`config.mk`:
```
export PLATFORM = sky130hd
export DESIGN_NAME = core_cp_ctl
export DESIGN_NICKNAME = d
export VERILOG_FILES = /design/src/rtl/core_cp_ctl.sv
export SDC_FILE = /design/constraint.sdc
export NUM_CORES = 1
export LEC_CHECK = 0
export ABC_AREA = 1
export BUFFER_PORTS_ARGS = -buffer_cell sky130_fd_sc_hd__buf_2
export CELL_PAD_IN_SITES_DETAIL_PLACEMENT = 1
export CELL_PAD_IN_SITES_GLOBAL_PLACEMENT = 1
export CORE_AREA = 2 2 132 134
export DETAILED_ROUTE_END_ITERATION = 16
export DIE_AREA = 0 0 134 136
export PLACE_DENSITY = 0.82
export SYNTH_ARGS = -nofsm -noshare
export SYNTH_HDL_FRONTEND = slang
export SYNTH_SLANG_ARGS = --single-unit
```
`constraint.sdc`:
```
create_clock -name clk -period 2.8 [get_ports clk]
set_clock_uncertainty 0.1 [all_clocks]
set_input_delay 0.14 -clock clk [delete_from_list [all_inputs] [get_ports clk]]
set_output_delay 0.14 -clock clk [all_outputs]
set_load 0.02 [all_outputs]
```
`src/rtl/core_cp_ctl.sv`:
```
// Core-side coprocessor port controller: EXE dispatch handshake, destination
// scoreboard, outstanding-result counter and one-entry writeback buffer.
module core_cp_ctl #(
  parameter int XLEN      = 32,
  parameter int MAX_OUTST = 4
) (
  input  logic                 clk,
  input  logic                 rst,
  input  logic                 de_val,
  input  logic                 de_adv,
  input  logic                 cp_dec_val,
  input  logic [1:0]           cp_dec_src_val,
  input  logic [1:0][4:0]      cp_dec_src_xidx,
  input  logic                 cp_dec_dst_val,
  input  logic [4:0]           cp_dec_dst_xidx,
  output logic                 de_cp_stall,
  input  logic [XLEN-1:0]      exe_opa,
  input  logic [XLEN-1:0]      exe_opb,
  input  logic                 exe_kill,
  output logic                 core_disp_val,
  input  logic                 core_disp_rdy,
  output logic [XLEN-1:0]      core_disp_opa,
  output logic [XLEN-1:0]      core_disp_opb,
  output logic                 exe_cp_stall,
  input  logic                 cp_res_val,
  output logic                 cp_res_rdy,
  input  logic [4:0]           cp_res_rd,
  input  logic [XLEN-1:0]      cp_res,
  output logic                 wb_val,
  output logic [4:0]           wb_rd,
  output logic [XLEN-1:0]      wb_data,
  input  logic                 wb_gnt,
  output logic [3:0]           outst_cnt
);

  localparam logic [3:0] MAX_CNT = 4'(MAX_OUTST);

  logic        exe_cp_v;
  logic        exe_rd_v;
  logic [4:0]  exe_rd;
  logic [31:0] pend;
  logic [31:0] busy_vec;
  logic [31:0] set_vec;
  logic [31:0] clr_vec;
  logic        handshake;
  logic        retire;
  logic        res_acc;
  logic        res_drop;
  logic        cnt_inc;
  logic [4:0]  cnt_sum;

  assign core_disp_val = exe_cp_v & ((outst_cnt < MAX_CNT) | ~exe_rd_v);
  assign handshake     = core_disp_val & core_disp_rdy;
  assign exe_cp_stall  = exe_cp_v & ~handshake;
  assign core_disp_opa = exe_opa;
  assign core_disp_opb = exe_opb;

  assign retire     = wb_val & wb_gnt;
  assign cp_res_rdy = ~wb_val | wb_gnt;
  assign res_acc    = cp_res_val & cp_res_rdy;
  assign res_drop   = res_acc & (cp_res_rd == 5'd0);
  assign cnt_inc    = handshake & exe_rd_v;

  // A register is busy if its result is outstanding or the EXE instruction writes it.
  always_comb begin
    busy_vec = pend;
    if (exe_cp_v && exe_rd_v) busy_vec[exe_rd] = 1'b1;
    busy_vec[0] = 1'b0;
  end

  always_comb begin
    de_cp_stall = 1'b0;
    if (de_val && cp_dec_val) begin
      if (cp_dec_src_val[0] && busy_vec[cp_dec_src_xidx[0]]) de_cp_stall = 1'b1;
      if (cp_dec_src_val[1] && busy_vec[cp_dec_src_xidx[1]]) de_cp_stall = 1'b1;
      if (cp_dec_dst_val && busy_vec[cp_dec_dst_xidx])       de_cp_stall = 1'b1;
    end
  end

  always_comb begin
    set_vec = '0;
    clr_vec = '0;
    if (handshake && exe_rd_v && exe_rd != 5'd0) set_vec[exe_rd] = 1'b1;
    if (retire) clr_vec[wb_rd] = 1'b1;
    cnt_sum = {1'b0, outst_cnt} + {4'd0, cnt_inc} - {4'd0, retire} - {4'd0, res_drop};
  end

  // Kill wins over a reload; a dispatched entry empties unless DE refills it.
  always_ff @(posedge clk) begin
    if (rst) begin
      exe_cp_v <= 1'b0;
      exe_rd_v <= 1'b0;
      exe_rd   <= 5'd0;
    end else if (exe_kill) begin
      exe_cp_v <= 1'b0;
      exe_rd_v <= 1'b0;
    end else if (de_adv) begin
      exe_cp_v <= de_val & cp_dec_val & ~de_cp_stall;
      exe_rd_v <= cp_dec_dst_val;
      exe_rd   <= cp_dec_dst_xidx;
    end else if (handshake) begin
      exe_cp_v <= 1'b0;
    end
  end

  always_ff @(posedge clk) begin
    if (rst) begin
      pend      <= '0;
      outst_cnt <= 4'd0;
    end else begin
      pend      <= (pend & ~clr_vec) | set_vec;
      outst_cnt <= cnt_sum[3:0];
      assert ((set_vec & clr_vec) == '0);
      assert (({1'b0, outst_cnt} + {4'd0, cnt_inc}) >= ({4'd0, retire} + {4'd0, res_drop}));
      assert (outst_cnt <= MAX_CNT);
    end
  end

  // Results for x0 are acknowledged but never reach the register file.
  always_ff @(posedge clk) begin
    if (rst) begin
      wb_val  <= 1'b0;
      wb_rd   <= 5'd0;
      wb_data <= '0;
    end else begin
      if (retire) wb_val <= 1'b0;
      if (res_acc && cp_res_rd != 5'd0) begin
        wb_val  <= 1'b1;
        wb_rd   <= cp_res_rd;
        wb_data <= cp_res;
      end
    end
  end

endmodule

```
==> summary.md, run 1 <==
| Metric | Value |
|---|---|
| Die Span Y | `approximately 140 um` |
| R2R depth | `10` |
| 1st-iter DRT viols | `between 300 and 400` |
| Total wire length | `roughly 19 mm` |
| Top-count cell post-synth | `nand2_1` |
| Area Overhead vs Synth | `19.3%` |
| Avg WL per Cell | `around 17 um` |
| FF-to-FF Start | `wb_val` |
| Setup TNS | `0 ps` |
| Via count | `5641` |
| P_leak | `2.81 nW` |
| Initial antenna violation count | `0` |
| Post-CTS Setup Bufs | `0` |
| Power per cell area | `510 nW/um2` |
| Syn nets | `966` |
| Port bufs | `109` |
| First-pass GRT wire length | `a little over 30 mm` |
| Die area | `about 18000 um2` |
| Slew margin rel. | `32.9%` |
| Synth async-reset ratio | `0%` |
| Worst-path fanout max | `9` |
| RSZ-0062 raised after global routing | `yes` |
| GRT Overall Usage | `approximately 21%` |
| Number of top-level pins | `about 240` |
| Period utilization | `a little over nine tenths` |
| Cell Rows | `between 40 and 50` |
| Starting Density | `around 30%` |
| Synth Register Bits | `80` |
| Clk pin slew, worst setup/hold paths | `70 ps` |
| Yosys warning total | `0` |
| Share of cells above drive strength 1 | `between 15 and 20%` |
| Filler cells | `2199` |
| Hold path cells | `3` |
| Worst Setup Start Kind | `register` |
| CTS tree | `yes` |
| H-tree levels | `3` |
| Seq/Total Area, Yosys | `a little under a third` |
| Achievable Freq | `about 0.36 GHz` |
| DRC | `0` |
| R2R Setup Slk | `around 310 ps` |
| Dpl hpwl | `between 10 and 15 mm` |
| Post-DR vias/cell | `between 5 and 6` |
| Clock root cell | `clkbuf_16` |
| Critical Path AT | `approximately 2500 ps` |
| Dominant cells by area after synthesis | `dfxtp_1, nand2_1, nand3_1, buf_4, nor2_1` |
| Worst min-delay path class | `input port to register` |
| Core Region | `16900 um2` |
| Worst setup EP type | `output port` |
| 1st-pass router iterations | `5` |
| Vias in the first global route | `5782` |
| Synth area leader | `dfxtp_1` |
| Post-synthesis cell area | `a little over 5000 um2` |
| Setup Crit Path Kind | `register to output port` |
| Total CTS buffers | `9` |
| Final setup vio count | `0` |
| Synth Flop Type | `dfxtp_1` |
| Final slew viol count | `0` |
| Number of diodes | `0` |
| Worst r2r dst | `outst_cnt[3]` |
| Routability cong. | `a little under 0.9` |
| Tot Pwr | `0.00311 W` |
| Post-synth top area share | `a little under a third` |
| Required time of the critical path | `2560 ps` |
| Crit path launch | `exe_rd[4]` |
| EDFF count, synth | `0` |
| Final Hold Viols | `0` |
| Tmin final | `2760 ps` |
| Sink Count | `80` |
| Routed Antenna Nets | `0` |
| Grt ovf | `0` |
| Die W | `between 100 and 150 um` |
| Largest net degree at the start of global routing | `41` |
| Worst Max-Slew Pin Slew | `1010 ps` |
| Clock buffer depth | `2` |
| Synth Instances | `about 830` |
| Clk_lat worst skew | `between 300 and 400 ps` |
| Final nets | `1031` |
| Status | `finished, final reports clean` |
| Avg Inst Size Synth | `6.15 um2` |
| Synth cell count leaders | `nand2_1, nand3_1, nor2_1, dfxtp_1, inv_1` |
| Worst VDD drop | `0.322 mV` |
| Critical Path End | `de_cp_stall` |
| Synth unique cells | `24` |
| Number of max-cap violations | `0` |
==> layout by cell type (no fill, tap or decap), drive strengths merged, types with 2 or more instances in the layout <==
master,instances
nand2,216
nand3,129
buf,116
nor2,101
inv,80
dfxtp,80
o21ai,70
a21oi,45
dlygate4sd3,37
clkbuf,12
ha,4
fa,2
bufinv,2
==> area by class of cell <==
| type | count | area, um2 | share of cell area, % |
|---|---|---|---|
| sequential | 80 | 1610 | 26.3 |
| tap | 225 | 282 | 4.61 |
| inverter | 80 | 300 | 4.92 |
| clock inverter | 4 | 76.3 | 1.25 |
| timing repair buffer | 153 | 981 | 16.1 |
| multi-input combinational | 573 | 2610 | 42.8 |
| clock buffer | 12 | 246 | 4.04 |
==> critical path, cell delays in order, from the launching register on <==
cell and delay, ps:
dfxtp_2 380, nor2_4 180, nand2_1 150, nor2_2 160
nand2_1 70, nand2_1 150, nand2_1 70, nand2_1 70
nand3_1 100, nand3_1 110, nand2_1 60, nand2_1 50
nand3_1 170, a31o_1 270, inv_1 40, buf_2 150
==> flip-flops by register name, summed over array words and instances, names as in the netlist <==
register / flops
wb_val: 1
exe_cp_v: 1
pend: 31
exe_rd: 5
outst_cnt: 4
wb_data: 32
exe_rd_v: 1
wb_rd: 5
==> power by group <==
group | internal [W] | leakage, nW | switching [W] | total (W)
registers | 0.00120 | 0.657 | 0.0000466 | 0.00124
logic | 0.000202 | 2.00 | 0.000373 | 0.000575
clock network | 0.000810 | 0.153 | 0.000484 | 0.00129
==> cells by family (layout without fill, tap and decap cells) <==
logic type | after synthesis | count (layout) | synth area share, %
compound gates | 117 | 117 | 11.7
flops | 80 | 80 | 31.3
simple gates | 449 | 449 | 36.6
buf+inv | 179 | 249 | 18.5
xor+xnor | 1 | 1 | 0.171
fa+ha+maj | 6 | 6 | 1.76
==> metal layers <==
metal,vias to the layer above,global-route usage (%),wire (um)
met1,2669,26.8,8360
li1,2718,-,-
met5,-,0,0
met4,0,6.15,381
met2,224,36.8,9220
met3,30,5.11,1390
==> what timing repair did <==
item,CTS,global route
hold buffers,37,0
gates cloned,0,0
resized for setup,6,13
hold endpoints to repair,35,0
endpoints found under the setup margin,1,3
==> per-stage QoR <==
stage | util, % | instance area (um2) | setup WS, ps | hold slack [ps] | std cells
detailed placement | 31.8 | 5360 | 287 | 180 | 1074
finish | 36.2 | 6110 | 37.4 | 9.12 | 1127
floorplan | - | 5120 | 326 | 176 | 832
global placement | 31.8 | 5360 | 360 | 180 | 1074
global route | 36.2 | 6110 | -121 | 22.9 | 1127
CTS | 36.0 | 6070 | 6.20 | 6.22 | 1127
==> worst min-delay path by stage <==
stage | startpoint | endpoint | slack, ps
2_1_floorplan | cp_dec_dst_val | exe_rd_v | 180
3_3_place_gp | exe_opa[13] | core_disp_opa[13] | 180
3_5_place_dp | exe_opa[13] | core_disp_opa[13] | 180
4_1_cts | cp_res[19] | wb_data[19] | 6
5_1_grt | cp_res[19] | wb_data[19] | 20
6_report | cp_res[19] | wb_data[19] | 9
Note: power is estimated with default switching activity, not from simulation.
==> inputs of run 2 (changes only) <==
--- a/config.mk
+++ b/config.mk
@@ -9,10 +9,11 @@
 export BUFFER_PORTS_ARGS = -buffer_cell sky130_fd_sc_hd__buf_2
 export CELL_PAD_IN_SITES_DETAIL_PLACEMENT = 1
 export CELL_PAD_IN_SITES_GLOBAL_PLACEMENT = 1
-export CORE_AREA = 2 2 132 134
+export CORE_AREA = 2 2 126 128
 export DETAILED_ROUTE_END_ITERATION = 16
-export DIE_AREA = 0 0 134 136
-export PLACE_DENSITY = 0.82
+export DIE_AREA = 0 0 128 130
+export MAX_ROUTING_LAYER = met4
+export PLACE_DENSITY = 0.89
 export SYNTH_ARGS = -nofsm -noshare
 export SYNTH_HDL_FRONTEND = slang
 export SYNTH_SLANG_ARGS = --single-unit
==> constraint.sdc (replaced) <==
create_clock -name clk -period 3.5 [get_ports clk]
set_clock_uncertainty 0.1 [all_clocks]
set_input_delay 0.175 -clock clk [delete_from_list [all_inputs] [get_ports clk]]
set_output_delay 0.175 -clock clk [all_outputs]
set_load 0.02 [all_outputs]
==> run 2 against run 1 <==
Compared with the run above:
- hold slack worse by 7.0 ps
- power down 24%
- sequential share of layout area up 1.7 points
- routed wire length down 5.4%
- worst setup slack better by 560 ps
- global-route usage up 1.4 points
- final cell count down 5.2%
- largest power group is now registers
- first-iteration DRC count up 4.0%
- clock-buffer cell count down 1
- design area down 6.2%
- non-clock buffer count down 26
==> summary.md, run 2 (synthesis gave the netlist of run 1 again) <==
| Metric | Value |
|---|---|
| Power per cell area | `414 nW/um2 (-19%)` |
| Worst r2r dst | `outst_cnt[3]` |
| Worst min-delay path class | `input port to register` |
| Number of top-level pins | `238 (unchanged)` |
| Vias in the first global route | `5716 (-1.1%)` |
| Largest regs | `wb_data (32), pend (31)` |
| Cell count after placement | `1038 (-3.4%)` |
| GRT Overall Usage | `22.8% (+1.4 points)` |
| Post-CTS Setup Bufs | `0 (unchanged)` |
| Avg WL per Cell | `17.1 um (-0.14%)` |
| Worst path top cell family by delay | `simple AND/OR/NAND/NOR gates` |
| Crit. path cell count | `14 (-1)` |
| Core Region | `15400 um2 (-8.6%)` |
| Final Hold Viols | `0 (unchanged)` |
| H-tree levels | `3 (unchanged)` |
| Crit path launch | `exe_rd[3]` |
| Non-filler cells, final | `1068 (-5.2%)` |
| Starting Density | `33.2% (+2.9 points)` |
| Slew margin rel. | `29.5% (-3.5 points)` |
| Cell Rows | `46 (-4.2%)` |
| WP buf/inv | `2 (unchanged)` |
| Clk_lat worst skew | `340 ps (about the same)` |
| FF-to-FF Start | `outst_cnt[2]` |
| Worst setup EP type | `output port` |
| Clk pin slew, worst setup/hold paths | `60 ps (about the same)` |
| Die W | `128 um (-4.5%)` |
| RSZ-0062 raised after global routing | `no` |
| Via count | `5592 (-0.87%)` |
| Initial antenna violation count | `0 (unchanged)` |
| Filler cells | `2095 (-4.7%)` |
| Cell area after layout | `5730 um2 (-6.2%)` |
| CTS tree | `yes` |
| Worst hold margin | `2.08 ps (-7.04 ps)` |
| Crit-path cells | `nand3_1 -> nor2_1 -> nand2_1 -> nand2_1 -> nand2_1 -> nand3_1 -> nand3_1 -> nand2_1 -> nand2_1 -> nand3_1 -> nand3_1 -> a31o_1 -> inv_1 -> buf_2` |
| DP Area | `5290 um2 (-1.4%)` |
| Routed Antenna Nets | `0 (unchanged)` |
| Dpl hpwl | `13.4 mm (-1.3%)` |
| Critical Path AT | `2630 ps (+110 ps)` |
| Achievable Freq | `~0.34 GHz` |
| Routability cong. | `0.900 (+1.2%)` |
| Final slew viol count | `0 (unchanged)` |
| Number of max-cap violations | `0 (unchanged)` |
| Critical Path End | `de_cp_stall` |
| DRC | `0 (unchanged)` |
| Clock buffer depth | `2 (unchanged)` |
| Busiest grt layer | `met2` |
| Met3 GRT Util | `3.49% (-1.6 points)` |
| Max reg flops | `32 (unchanged)` |
| Clock root cell | `clkbuf_16` |
| Final nets | `1005 (-2.5%)` |
| Die Span Y | `130 um (-4.4%)` |
| Worst-path fanout max | `9 (unchanged)` |
| 1st-pass router iterations | `5 (unchanged)` |
| 1st-iter DRT viols | `338 (+4.0%)` |
| Worst Max-Slew Pin Slew | `1060 ps (+51.9 ps)` |
| Hold path startpoint | `cp_res[28]` |
| Die area | `16600 um2 (-8.7%)` |
| Worst VDD drop | `0.292 mV (-9.3%)` |
| Port bufs | `109 (unchanged)` |
| Period utilization | `a little over 80%` |
| R2R Setup Slk | `980 ps (+670 ps)` |
| Met1 Usage GRT | `27.7% (+0.86 points)` |
| Commonest non-fill, non-tap cell in the layout | `nand2_1` |
| Final setup vio count | `0 (unchanged)` |
| Reg with most FFs | `wb_data` |
| Grt ovf | `0 (unchanged)` |
| Status | `finished, final reports clean` |
| Total wire length | `18.3 mm (-5.4%)` |
| Crit-path slowest cell | `dfxtp_1` |
| Slowest cell delay on critical path | `580 ps (+200 ps)` |
| Layout Utilization | `37.1% (+0.95 points)` |
| Number of diodes | `0 (unchanged)` |
| Most frequent cells in the layout | `nand2_1, nand3_1, buf_2` |
| Post-DR vias/cell | `5.24 (+4.6%)` |
| Required time of the critical path | `3220 ps (+660 ps)` |
| P_leak | `2.68 nW (-4.6%)` |
| Hold-fix buffer count after cts | `14 (-62%)` |
| Largest net degree at the start of global routing | `41 (unchanged)` |
| Share of cells above drive strength 1 | `15.6% (-1.8 points)` |
| Worst Setup Start Kind | `register` |
| Total CTS buffers | `9 (unchanged)` |
| Setup Crit Path Kind | `register to output port` |
| Sink Count | `80 (unchanged)` |
| Met2 usage | `37.2% (+0.34 points)` |
| Post-CTS Resized | `0 (-6)` |
| Setup TNS | `0 ps (unchanged)` |
| Tmin final | `between 2000 and 3000 ps` |
| First-pass GRT wire length | `29.1 mm (-5.8%)` |
| Area Overhead vs Synth | `11.9%` |
| R2R depth | `13 (+3)` |
==> run 2: per-layer routing <==
metal,vias to the layer above,wire [um]
met5,-,0
met4,0,697
met3,56,1180
met2,238,8560
met1,2627,7880
li1,2671,-
==> run 2: how the worst min path moves through the flow <==
stage | endpoint | cells after the start | slack, ps
final | wb_data[28] | 3 | 2
after global routing | wb_data[3] | 3 | 30
after CTS | wb_data[10] | 3 | 0.6
after detailed placement | core_disp_opa[0] | 0 | 250
after global placement | core_disp_opa[0] | 0 | 250
after floorplan | exe_rd_v | 2 | 210
==> run 2: worst reg2reg max path: cells and delay by family, from the launching register on <==
family                   cells  cell delay (ps)
adder cells (fa/ha/maj)      4             1090
flip-flops                   1              400
buffers and inverters        4              360
AND/OR/NAND/NOR              3              220
XOR/XNOR                     1              160
AO/OA/AOI/OAI                1               70
==> run 2: final cells by class <==
type	instances	area, um2	share of cell area (%)
sequential	80	1600	28.0
multi-input combinational	573	2570	44.9
timing repair buffer	127	716	12.5
tap	192	240	4.19
inverter	80	300	5.24
clock inverter	5	56.3	0.983
clock buffer	11	243	4.24
==> run 2: where the power goes <==
group / internal [W] / total, W / switching (W)
combinational: 0.000141 / 0.000422 / 0.000281
sequential: 0.000956 / 0.000994 / 0.0000374
clock: 0.000571 / 0.000954 / 0.000383
==> run 2: per-stage QoR <==
step / power, W / setup slack [ps]
2_1_floorplan: 0.00137 / 1030
3_3_place_gp: 0.00141 / 996
3_5_place_dp: 0.00142 / 946
4_1_cts: 0.00238 / 587
5_1_grt: 0.00247 / 363
6_report: 0.00237 / 595
==> inputs of run 3 (changes only) <==
--- a/config.mk
+++ b/config.mk
@@ -9,11 +9,11 @@
 export BUFFER_PORTS_ARGS = -buffer_cell sky130_fd_sc_hd__buf_2
 export CELL_PAD_IN_SITES_DETAIL_PLACEMENT = 1
 export CELL_PAD_IN_SITES_GLOBAL_PLACEMENT = 1
-export CORE_AREA = 2 2 126 128
+export CORE_AREA = 2 2 132 134
 export DETAILED_ROUTE_END_ITERATION = 16
-export DIE_AREA = 0 0 128 130
+export DIE_AREA = 0 0 134 136
 export MAX_ROUTING_LAYER = met4
-export PLACE_DENSITY = 0.89
+export PLACE_DENSITY = 0.82
 export SYNTH_ARGS = -nofsm -noshare
 export SYNTH_HDL_FRONTEND = slang
 export SYNTH_SLANG_ARGS = --single-unit
==> constraint.sdc (replaced) <==
create_clock -name clk -period 2.8 [get_ports clk]
set_clock_uncertainty 0.1 [all_clocks]
set_input_delay 0.14 -clock clk [delete_from_list [all_inputs] [get_ports clk]]
set_output_delay 0.14 -clock clk [all_outputs]
set_load 0.02 [all_outputs]
==> run 3 against run 2 <==
Compared with the run above:
- critical path depth up 1
- combinational power up 36%
- routed wire length up 5.8%
- global-route usage down 0.73 points
- die area up 9.5%
- hold slack better by 8.4 ps
- non-clock buffer count up 26
- highest routed layer unchanged
- sequential share of layout area down 1.7 points
- register-to-register slack worse by 670 ps
- design area up 6.6%
- first-iteration DRC count up 1.8%
==> summary.md, run 3 (synthesis gave the netlist of run 1 again) <==
| Metric | Value |
|---|---|
| Final nets | `1031 (+2.6%)` |
| Die W | `134 um (+4.7%)` |
| Sw Share | `29.1% (-0.52 points)` |
| Reg power frac | `39.9% (-2.0 points)` |
| Filler cells | `2199 (+5.0%)` |
| Sink Count | `80 (unchanged)` |
| Slew margin rel. | `34.0% (+4.6 points)` |
| CTS tree | `yes` |
| Routability cong. | `0.904 (+0.42%)` |
| Post-DR vias/cell | `5.03 (-4.0%)` |
| Dpl hpwl | `13.6 mm (+1.3%)` |
| Clk pwr share | `41.6% (+1.3 points)` |
| Worst-path fanout max | `9 (unchanged)` |
| Worst hold margin | `10.4 ps (+8.36 ps)` |
| WHS Endpoint | `wb_data[19]` |
| Number of top-level pins | `238 (unchanged)` |
| Total net switching power | `0.000905 W (+29%)` |
| Max reg flops | `32 (unchanged)` |
| Via count | `5667 (+1.3%)` |
| H-tree levels | `3 (unchanged)` |
| Clk pin slew, worst setup/hold paths | `70 ps (about the same)` |
| Routed Antenna Nets | `0 (unchanged)` |
| Number of diodes | `0 (unchanged)` |
| DP Area | `5360 um2 (+1.4%)` |
| Number of max-cap violations | `0 (unchanged)` |
| Worst VDD drop | `0.321 mV (+10%)` |
| Clk_lat worst skew | `340 ps (about the same)` |
| Starting Density | `30.3% (-2.9 points)` |
| Worst setup EP type | `output port` |
| Layout Utilization | `36.2% (-0.95 points)` |
| Clock root cell | `clkbuf_16` |
| Power per cell area | `510 nW/um2 (+23%)` |
| Most frequent cells in the layout | `nand2_1, nand3_1, buf_2` |
| Reg with most FFs | `wb_data` |
| Hold path startpoint | `cp_res[19]` |
| Initial antenna violation count | `0 (unchanged)` |
| Int Power | `0.00221 W (+32%)` |
| Final setup vio count | `0 (unchanged)` |
| Total wire length | `19.4 mm (+5.8%)` |
| Critical Path AT | `2540 ps (-90 ps)` |
| Area Overhead vs Synth | `19.3%` |
| R2R Setup Slk | `310 ps (-670 ps)` |
| Hold path cells | `3 (unchanged)` |
| Worst r2r dst | `outst_cnt[3]` |
| Share of cells above drive strength 1 | `17.4% (+1.8 points)` |
| Port bufs | `109 (unchanged)` |
| R2R depth | `10 (-3)` |
| 1st-iter DRT viols | `344 (+1.8%)` |
| FF+latch area | `1610 um2 (+0.31%)` |
| Grt ovf | `0 (unchanged)` |
| Avg WL per Cell | `17.2 um (+0.30%)` |
| Setup Crit Path Kind | `register to output port` |
| Die area | `18200 um2 (+9.5%)` |
| P_leak | `2.81 nW (+4.8%)` |
| Cell Rows | `48 (+4.3%)` |
| First-pass GRT wire length | `30.8 mm (+5.9%)` |
| Cell area after layout | `6110 um2 (+6.6%)` |
| Final slew viol count | `0 (unchanged)` |
| Vias in the first global route | `5792 (+1.3%)` |
| Largest regs | `wb_data (32), pend (31)` |
| Tot Pwr | `0.00311 W (+31%)` |
| Worst Max-Slew Pin Slew | `989 ps (-68.3 ps)` |
| Period utilization | `between 90% and 100%` |
| Largest net degree at the start of global routing | `41 (unchanged)` |
| GRT Overall Usage | `22.1% (-0.73 points)` |
| Comb power frac | `18.5% (+0.7 points)` |
| Worst Setup Start Kind | `register` |
| FF-to-FF Start | `wb_val` |
| Required time of the critical path | `2560 ps (-660 ps)` |
| DRC | `0 (unchanged)` |
| Final Hold Viols | `0 (unchanged)` |
| Achievable Freq | `about 0.36 GHz` |
| Tmin final | `around 2800 ps` |
| RSZ-0062 raised after global routing | `yes` |
| Total CTS buffers | `9 (unchanged)` |
| Status | `finished, final reports clean` |
| Core Region | `16900 um2 (+9.4%)` |
| Worst min-delay path class | `input port to register` |
| Die Span Y | `136 um (+4.6%)` |
| 1st-pass router iterations | `5 (unchanged)` |
| Clock buffer depth | `2 (unchanged)` |
| Commonest non-fill, non-tap cell in the layout | `nand2_1` |
| Area occupied by multi-input gates | `2610 um2 (+1.7%)` |
[run 3: cell count changes in the layout (fill, tap and decap cells not counted), sizes merged]
cell,delta
buf,+3
bufinv,+1
clkinv,-3
clkbuf,+1
inv,+1
dlygate4sd3,+23
[run 3: power groups by stage]
stage / Combinational (W) / Clock, W / Sequential [W]
2_1_floorplan: 0.000394 / 0 / 0.00131
4_1_cts: 0.000559 / 0.00131 / 0.00124
3_5_place_dp: 0.000516 / 0 / 0.00126
6_report: 0.000575 / 0.00129 / 0.00124
3_3_place_gp: 0.000509 / 0 / 0.00126
5_1_grt: 0.000632 / 0.00136 / 0.00125
[run 3: repair_timing]
action,CTS,global route
buffers inserted,0,0
endpoints found under the hold margin,35,0
hold buffers,37,0
setup endpoints to repair,1,3
pin swaps,0,0
resized for setup,6,13
[run 3: cell type report]
class                           instances  area share (%)
Clock inverter                          4            1.25
Tap cell                              225            4.61
Multi-Input combinational cell        573            42.8
Timing Repair Buffer                  153            16.1
Sequential cell                        80            26.3
Inverter                               80            4.92
Clock buffer                           12            4.04
[run 3: worst max-delay path by stage]
stage / startpoint / cells past startpoint / slack (ps) / endpoint
final: exe_rd[4] / 15 / 20 / de_cp_stall
after global placement: exe_rd[2] / 14 / 360 / de_cp_stall
after CTS: exe_rd[1] / 14 / 6 / de_cp_stall
after detailed placement: exe_rd[2] / 14 / 290 / de_cp_stall
after global routing: exe_rd[2] / 14 / -120 / de_cp_stall
after floorplan: wb_val / 10 / 330 / outst_cnt[3]
[run 3: per-stage QoR]
stage               worst slack [ps]  instances  TNS [ps]
finish                          15.7       1127         0
global route                    -121       1127      -121
CTS                             6.20       1127         0
detailed placement               287       1074         0
global placement                 360       1074         0
floorplan                        326        832         0
[run 3: critical path, cell delays in order, from the launching register on]
cell and delay [ps]:
dfxtp_2 380, nor2_4 170, nand2_1 150, nor2_2 160
nand2_1 70, nand2_1 170, nand2_1 70, nand2_1 70
nand3_1 100, nand3_1 110, nand2_1 60, nand2_1 50
nand3_1 170, a31o_1 270, inv_1 40, buf_2 150
[run 3: metal layers]
metal,global-route usage (%),vias up,part of all wire (%)
met4,6.15,0,1.9
met3,4.44,31,6.3
met2,36.8,207,48
li1,-,2722,-
met5,-,-,0
met1,27.2,2707,44
